===== config.mk =====
export PLATFORM = sky130hd
export DESIGN_NAME = phy_lane_deser
export DESIGN_NICKNAME = d
export VERILOG_FILES = /design/src/rtl/phy_test_pkg.sv /design/src/rtl/phy_beat_fifo.sv /design/src/rtl/phy_lane_deser.sv
export SDC_FILE = /design/constraint.sdc
export NUM_CORES = 1
export LEC_CHECK = 0
export CAP_MARGIN = 20
export CORE_UTILIZATION = 51
export CTS_CLUSTER_DIAMETER = 30
export CTS_CLUSTER_SIZE = 8
export DETAILED_ROUTE_END_ITERATION = 10
export HOLD_SLACK_MARGIN = 0.05
export PLACE_DENSITY = 0.85
export SKIP_CTS_REPAIR_TIMING = 1
export SYNTH_ARGS = -nofsm -noshare
export SYNTH_HDL_FRONTEND = slang
export SYNTH_SLANG_ARGS = --single-unit

===== constraint.sdc =====
create_clock -name clock -period 1.8 [get_ports clock]
set_input_delay 0.36 -clock clock [delete_from_list [all_inputs] [get_ports clock]]
set_output_delay 0.36 -clock clock [all_outputs]
set_load 0.05 [all_outputs]

===== src/rtl/phy_test_pkg.sv =====
// Shared types and defaults for the PHY test datapath.
//   NUM_LANES_DEF / LANE_BITS_DEF : default lane count and serial bits per lane beat
//   deser_state_e                 : deserializer FSM states
//   beat_t                        : one beat, a packed array of NUM_LANES_DEF bytes
package phy_test_pkg;

  localparam int unsigned NUM_LANES_DEF = 16;
  localparam int unsigned LANE_BITS_DEF = 8;

  typedef enum logic {
    IDLE,
    SHIFT
  } deser_state_e;

  typedef logic [NUM_LANES_DEF-1:0][7:0] beat_t;

endpackage


===== src/rtl/phy_beat_fifo.sv =====
// Synchronous beat FIFO.
//   clock, reset : rising-edge clock, asynchronous active-low reset
//   enq, wrData  : enqueue request and data; accepted when not full, or when full and
//                  a dequeue happens in the same cycle
//   deq          : dequeue request; ignored while empty
//   rdData       : head entry (registered storage, no path from deq)
//   full, empty  : occupancy flags
module phy_beat_fifo #(
  parameter int unsigned Width = 8,
  parameter int unsigned Depth = 2
) (
  input  logic             clock,
  input  logic             reset,
  input  logic             enq,
  input  logic [Width-1:0] wrData,
  input  logic             deq,
  output logic [Width-1:0] rdData,
  output logic             full,
  output logic             empty
);

  localparam int unsigned AddrW = $clog2(Depth);

  logic [Depth-1:0][Width-1:0] memQ;
  // Extra MSB on each pointer distinguishes full from empty.
  logic [AddrW:0] wrPtrQ, rdPtrQ;
  logic           doEnq, doDeq;

  assign empty = (wrPtrQ == rdPtrQ);
  assign full  = (wrPtrQ[AddrW] != rdPtrQ[AddrW]) &&
                 (wrPtrQ[AddrW-1:0] == rdPtrQ[AddrW-1:0]);

  assign doDeq = deq && !empty;
  // Full with a same-cycle dequeue frees the head slot in time for the write.
  assign doEnq = enq && (!full || doDeq);

  assign rdData = memQ[rdPtrQ[AddrW-1:0]];

  always_ff @(posedge clock or negedge reset) begin
    if (!reset) begin
      memQ   <= '0;
      wrPtrQ <= '0;
      rdPtrQ <= '0;
    end else begin
      if (doEnq) begin
        memQ[wrPtrQ[AddrW-1:0]] <= wrData;
        wrPtrQ                  <= wrPtrQ + (AddrW+1)'(1);
      end
      if (doDeq) begin
        rdPtrQ <= rdPtrQ + (AddrW+1)'(1);
      end
    end
  end

endmodule


===== src/rtl/phy_lane_deser.sv =====
// Receive-side lane deserializer: rebuilds one byte per lane every LANE_BITS valid
// serial bits (MSB first), buffers completed beats and presents them ready/valid.
//   clock, reset         : rising-edge clock, asynchronous active-low reset
//   io_ser_data/valid    : one serial bit per lane, framed by a shared valid lane
//   io_out_valid/ready   : output handshake; io_out_bits holds lane l at [8l+7:8l]
//   io_busy              : a beat is partially assembled
//   io_cnt_clear         : synchronous clear of both error counters
//   io_overflow_cnt      : saturating count of beats dropped on a full FIFO
//   io_frame_err_cnt     : saturating count of partial beats discarded
// Build option: PHY_LANE_DESER_ERR_CNT_EN enables the error counters; when undefined
// they read 0 and io_cnt_clear is ignored (dropping/discarding is unaffected).
module phy_lane_deser
  import phy_test_pkg::*;
#(
  parameter int unsigned NUM_LANES  = NUM_LANES_DEF,
  parameter int unsigned LANE_BITS  = LANE_BITS_DEF,
  parameter int unsigned FIFO_DEPTH = 2
) (
  input  logic                   clock,
  input  logic                   reset,
  input  logic [NUM_LANES-1:0]   io_ser_data,
  input  logic                   io_ser_valid,
  output logic                   io_out_valid,
  input  logic                   io_out_ready,
  output logic [NUM_LANES*8-1:0] io_out_bits,
  output logic                   io_busy,
  input  logic                   io_cnt_clear,
  output logic [7:0]             io_overflow_cnt,
  output logic [7:0]             io_frame_err_cnt
);

  localparam int unsigned CntW = $clog2(LANE_BITS);

  deser_state_e                          stateQ, stateD;
  logic [CntW-1:0]                       cntQ, cntD;
  logic [NUM_LANES-1:0][LANE_BITS-2:0]   shiftQ;
  logic [NUM_LANES-1:0][LANE_BITS-1:0]   beatWord;
  logic                                  beatDone;
  logic                                  frameErr;
  logic                                  fifoFull;
  logic                                  fifoEmpty;
  logic                                  outDeq;
  logic                                  overflow;

  // FSM: next state, bit count and the per-cycle completion/discard events.
  always_comb begin
    stateD   = stateQ;
    cntD     = cntQ;
    beatDone = 1'b0;
    frameErr = 1'b0;
    unique case (stateQ)
      IDLE: begin
        if (io_ser_valid) begin
          stateD = SHIFT;
          cntD   = CntW'(1);
        end
      end
      SHIFT: begin
        if (io_ser_valid) begin
          if (cntQ == CntW'(LANE_BITS - 1)) begin
            beatDone = 1'b1;
            cntD     = '0;
            stateD   = IDLE;
          end else begin
            cntD = cntQ + CntW'(1);
          end
        end else begin
          frameErr = 1'b1;
          cntD     = '0;
          stateD   = IDLE;
        end
      end
      default: begin
        stateD = IDLE;
        cntD   = '0;
      end
    endcase
  end

  always_ff @(posedge clock or negedge reset) begin
    if (!reset) begin
      stateQ <= IDLE;
      cntQ   <= '0;
    end else begin
      stateQ <= stateD;
      cntQ   <= cntD;
    end
  end

  // Shift registers hold only the first LANE_BITS-1 bits; the last bit goes straight
  // into the FIFO word. Stale bits after a discard are shifted out by the next beat.
  always_ff @(posedge clock or negedge reset) begin
    if (!reset) begin
      shiftQ <= '0;
    end else if (io_ser_valid) begin
      for (int unsigned l = 0; l < NUM_LANES; l++) begin
        shiftQ[l] <= {shiftQ[l][LANE_BITS-3:0], io_ser_data[l]};
      end
    end
  end

  always_comb begin
    beatWord = '0;
    for (int unsigned l = 0; l < NUM_LANES; l++) begin
      beatWord[l] = {shiftQ[l], io_ser_data[l]};
    end
  end

  assign io_busy      = (cntQ != '0);
  assign io_out_valid = !fifoEmpty;
  assign outDeq       = io_out_valid && io_out_ready;
  assign overflow     = beatDone && fifoFull && !io_out_ready;

  phy_beat_fifo #(
    .Width(NUM_LANES * LANE_BITS),
    .Depth(FIFO_DEPTH)
  ) uFifo (
    .clock (clock),
    .reset (reset),
    .enq   (beatDone),
    .wrData(beatWord),
    .deq   (outDeq),
    .rdData(io_out_bits),
    .full  (fifoFull),
    .empty (fifoEmpty)
  );

`ifdef PHY_LANE_DESER_ERR_CNT_EN
  logic [7:0] ovfCntQ, ferrCntQ;

  always_ff @(posedge clock or negedge reset) begin
    if (!reset) begin
      ovfCntQ  <= '0;
      ferrCntQ <= '0;
    end else if (io_cnt_clear) begin
      ovfCntQ  <= '0;
      ferrCntQ <= '0;
    end else begin
      if (overflow && (ovfCntQ != 8'hFF)) begin
        ovfCntQ <= ovfCntQ + 8'd1;
      end
      if (frameErr && (ferrCntQ != 8'hFF)) begin
        ferrCntQ <= ferrCntQ + 8'd1;
      end
    end
  end

  assign io_overflow_cnt  = ovfCntQ;
  assign io_frame_err_cnt = ferrCntQ;
`else
  logic unusedCntInputs;
  assign unusedCntInputs  = ^{io_cnt_clear, overflow, frameErr};
  assign io_overflow_cnt  = '0;
  assign io_frame_err_cnt = '0;
`endif

endmodule


==> reports/metrics.cfg <==
[status]
status = finished, violations left
failed_checks = setup timing

[timing]
fin_ws_ns = -0.4682
finalCritPeriodShare_pct = 126.0
skew_ns = 0.03015
drv_slew = 0
post-route-min-period_ns = 2.268
max_slew.worst_pin.slew_ns = 0.6921
finalHoldViolations = 0
rsz0062_at_grt = yes
fmax_ghz = 0.4409
max-slew-margin-rel_pct = 53.86
setup_violations = 385

[cells_and_area]
drive_gt1_share_pct = 66.26
layout.nets = 1285
final_area_mm2 = 0.02304
area_growth_pct = 40.57
fillers = 1824
antenna_cells = 0

[clocking]
cts.htree.levels = 3
cts_made_buffers = 76
cts_sinks = 376
clkSlewWorstSetupHoldPaths_ns = 0.04
clkLatencyLatePin_ns = 0.56
root_buffer = clkbuf_16
clockBufferDepth = 3
cts_tree = done

[synthesis]
ys_warn_count = 0
synth_edf_count = 0
seq_area_frac_synth_pct = 57.42
synthArstFlopShare_pct = 100.0
synth_seq_cells = 376
syn_inst = 980
synth_cell_types = 31
synth_top_cell_area_share_pct = 57.42
postSynthAreaPerCell_um2 = 16.72
yosysMostFrequentCell = mux2_2
synth_top_flop_cell = dfrtp_1
synth_top_cell_by_area = dfrtp_1
synth_area_leaders = dfrtp_1, mux2_2, mux2_4, buf_12, buf_6
synthTopCellsByCount = mux2_2, dfrtp_1, mux2_4
netlist_area_mm2 = 0.01639

[min_path]
hold_class = input pin to flop
min_path_cells = 4

[die]
start_util_pct = 51.93
fp.dieH_um = 181.3
die_w_um = 181.3
die-area_mm2 = 0.03285
core_mm2 = 0.03156
rows = 65
io_pins = 167

[critical_path]
critPathArrivalTime_ns = 1.91
endpoint_kind = primary output
cp_cell_sequence = buf_12 -> clkbuf_16 -> mux2_2 -> buf_6
crit_path_start_kind = flop
worst-setup-path-type = flop to primary output
critPathRequiredTime_ns = 1.44
crit_path_top_delay_cell = dfrtp_4
crit_fanout = 9
r2r_cells = 7
crit_path_max_incr_delay_ns = 0.47

[drt]
ant_nets = 0
num_vias = 9347
drt_iter0_markers = 451
via_per_inst = 5.431
drc = 0
routed_wl_um = 40410
wl_per_cell_um = 23.48
dr.pass1.iters = 4

[placement]
place_congestion = 0.7360
place_ws_ns = -0.4876
io_buffers = 149
dpl.hpwl_um = 19480
dpl-instance-area_mm2 = 0.01829

[flow_run]
drv_cap = 0

[grt]
grt_pass1_vias = 9937
grt_pass1_wl_um = 53480
antenna_found_initial = 0
grt_overflow = 0
grt_max_degree = 94
grt_use_total_pct = 20.30

[power]
p_total_mw = 29.25
ir_drop_v = 0.0007923
leakage_nw = 10.96
power.density_mw_per_mm2 = 1270

power by group:
group / switching, mW / internal [mW]
Combinational: 2.34 / 2.53
Clock: 4.56 / 9.64
Sequential: 0.876 / 9.31
state kept, by name, indices dropped and copies added (netlist names):
signal and count:
uFifo.rdPtrQ 2, beatWord 112, uFifo.memQ 256, stateQ 1, cntQ 3, uFifo.wrPtrQ 2
worst paths after layout:
kind	startpoint	end	slack, ns
setup / recovery	uFifo.rdPtrQ[0]	io_out_bits[66]	-0.47
hold / removal	io_ser_valid	uFifo.wrPtrQ[0]	0.27
setup reg to reg	uFifo.rdPtrQ[0]	uFifo.memQ[13]	-0.24
hold reg to reg	uFifo.memQ[129]	uFifo.memQ[129]	0.50
max in group asynchronous	reset	uFifo.memQ[117]	0.74
min in group asynchronous	reset	beatWord[44]	0.28
routing by layer:
metal,vias up,share of wire [%],GRT usage (%)
met5,-,0,0
met4,0,2.5,6.983
met3,75,3.7,3.951
met2,252,51,33.26
met1,4967,43,27.05
li1,4053,-,-
cells in the final DEF, fill, tap and decap left out, types with 2 or more instances in the layout:
master	netlist	routed
a31oi_1	2	2
a22o_1	2	2
ha_4	0	2
clkinv_8	0	3
clkdlybuf4s50_1	0	17
buf_8	0	8
clkinv_4	0	6
inv_4	0	2
mux2_2	377	242
clkbuf_16	0	108
conb_1	1	16
clkinv_2	0	6
a21oi_1	4	3
clkinvlp_4	0	6
nor2_1	3	3
buf_6	14	128
mux2_4	120	255
clkbuf_1	7	15
clkbuf_8	0	13
buf_4	18	40
dfrtp_1	376	375
buf_16	0	4
buf_12	13	35
bufinv_16	0	7
cell type report:
class                           instances  area [um^2]  area share, %
Clock buffer                          108         2237          9.712
Clock inverter                         28        386.6          1.678
Inverter                                3        16.27        0.07061
Multi-Input combinational cell        543         6927          30.07
Sequential cell                       376         9413          40.86
Tap cell                              402        503.0          2.183
Timing Repair Buffer                  261         3553          15.43
critical path: cells and delay by family (launching register included):
family	cells	cell delay [ns]
DFF	1	0.47
buffers and inverters	3	0.52
muxes	1	0.38
metrics by stage:
stage	setup TNS, ns	hold WS (ns)	instances	util [%]
final	-95.24	0.2690	1721	73.00
after global placement	-102.67	0.2580	1531	57.97
after CTS	-113.81	-0.3222	1667	66.28
after floorplan	-1.488	0.06441	995	-
after detailed placement	-108.59	0.2568	1531	57.97
after global routing	-117.35	0.2853	1721	73.00
cells by family after synthesis:
logic type,after synthesis,synth area share (%)
adders and majority gates,3,0.2291
other,1,0.02288
and+or+nand+nor,11,0.3284
AOI/OAI and AO/OA,12,0.6032
muxes,497,36.90
buffers and inverters,76,4.192
DFF,376,57.42
xor gates and xnor gates,4,0.3055
Note: power is estimated with default switching activity, not from simulation.
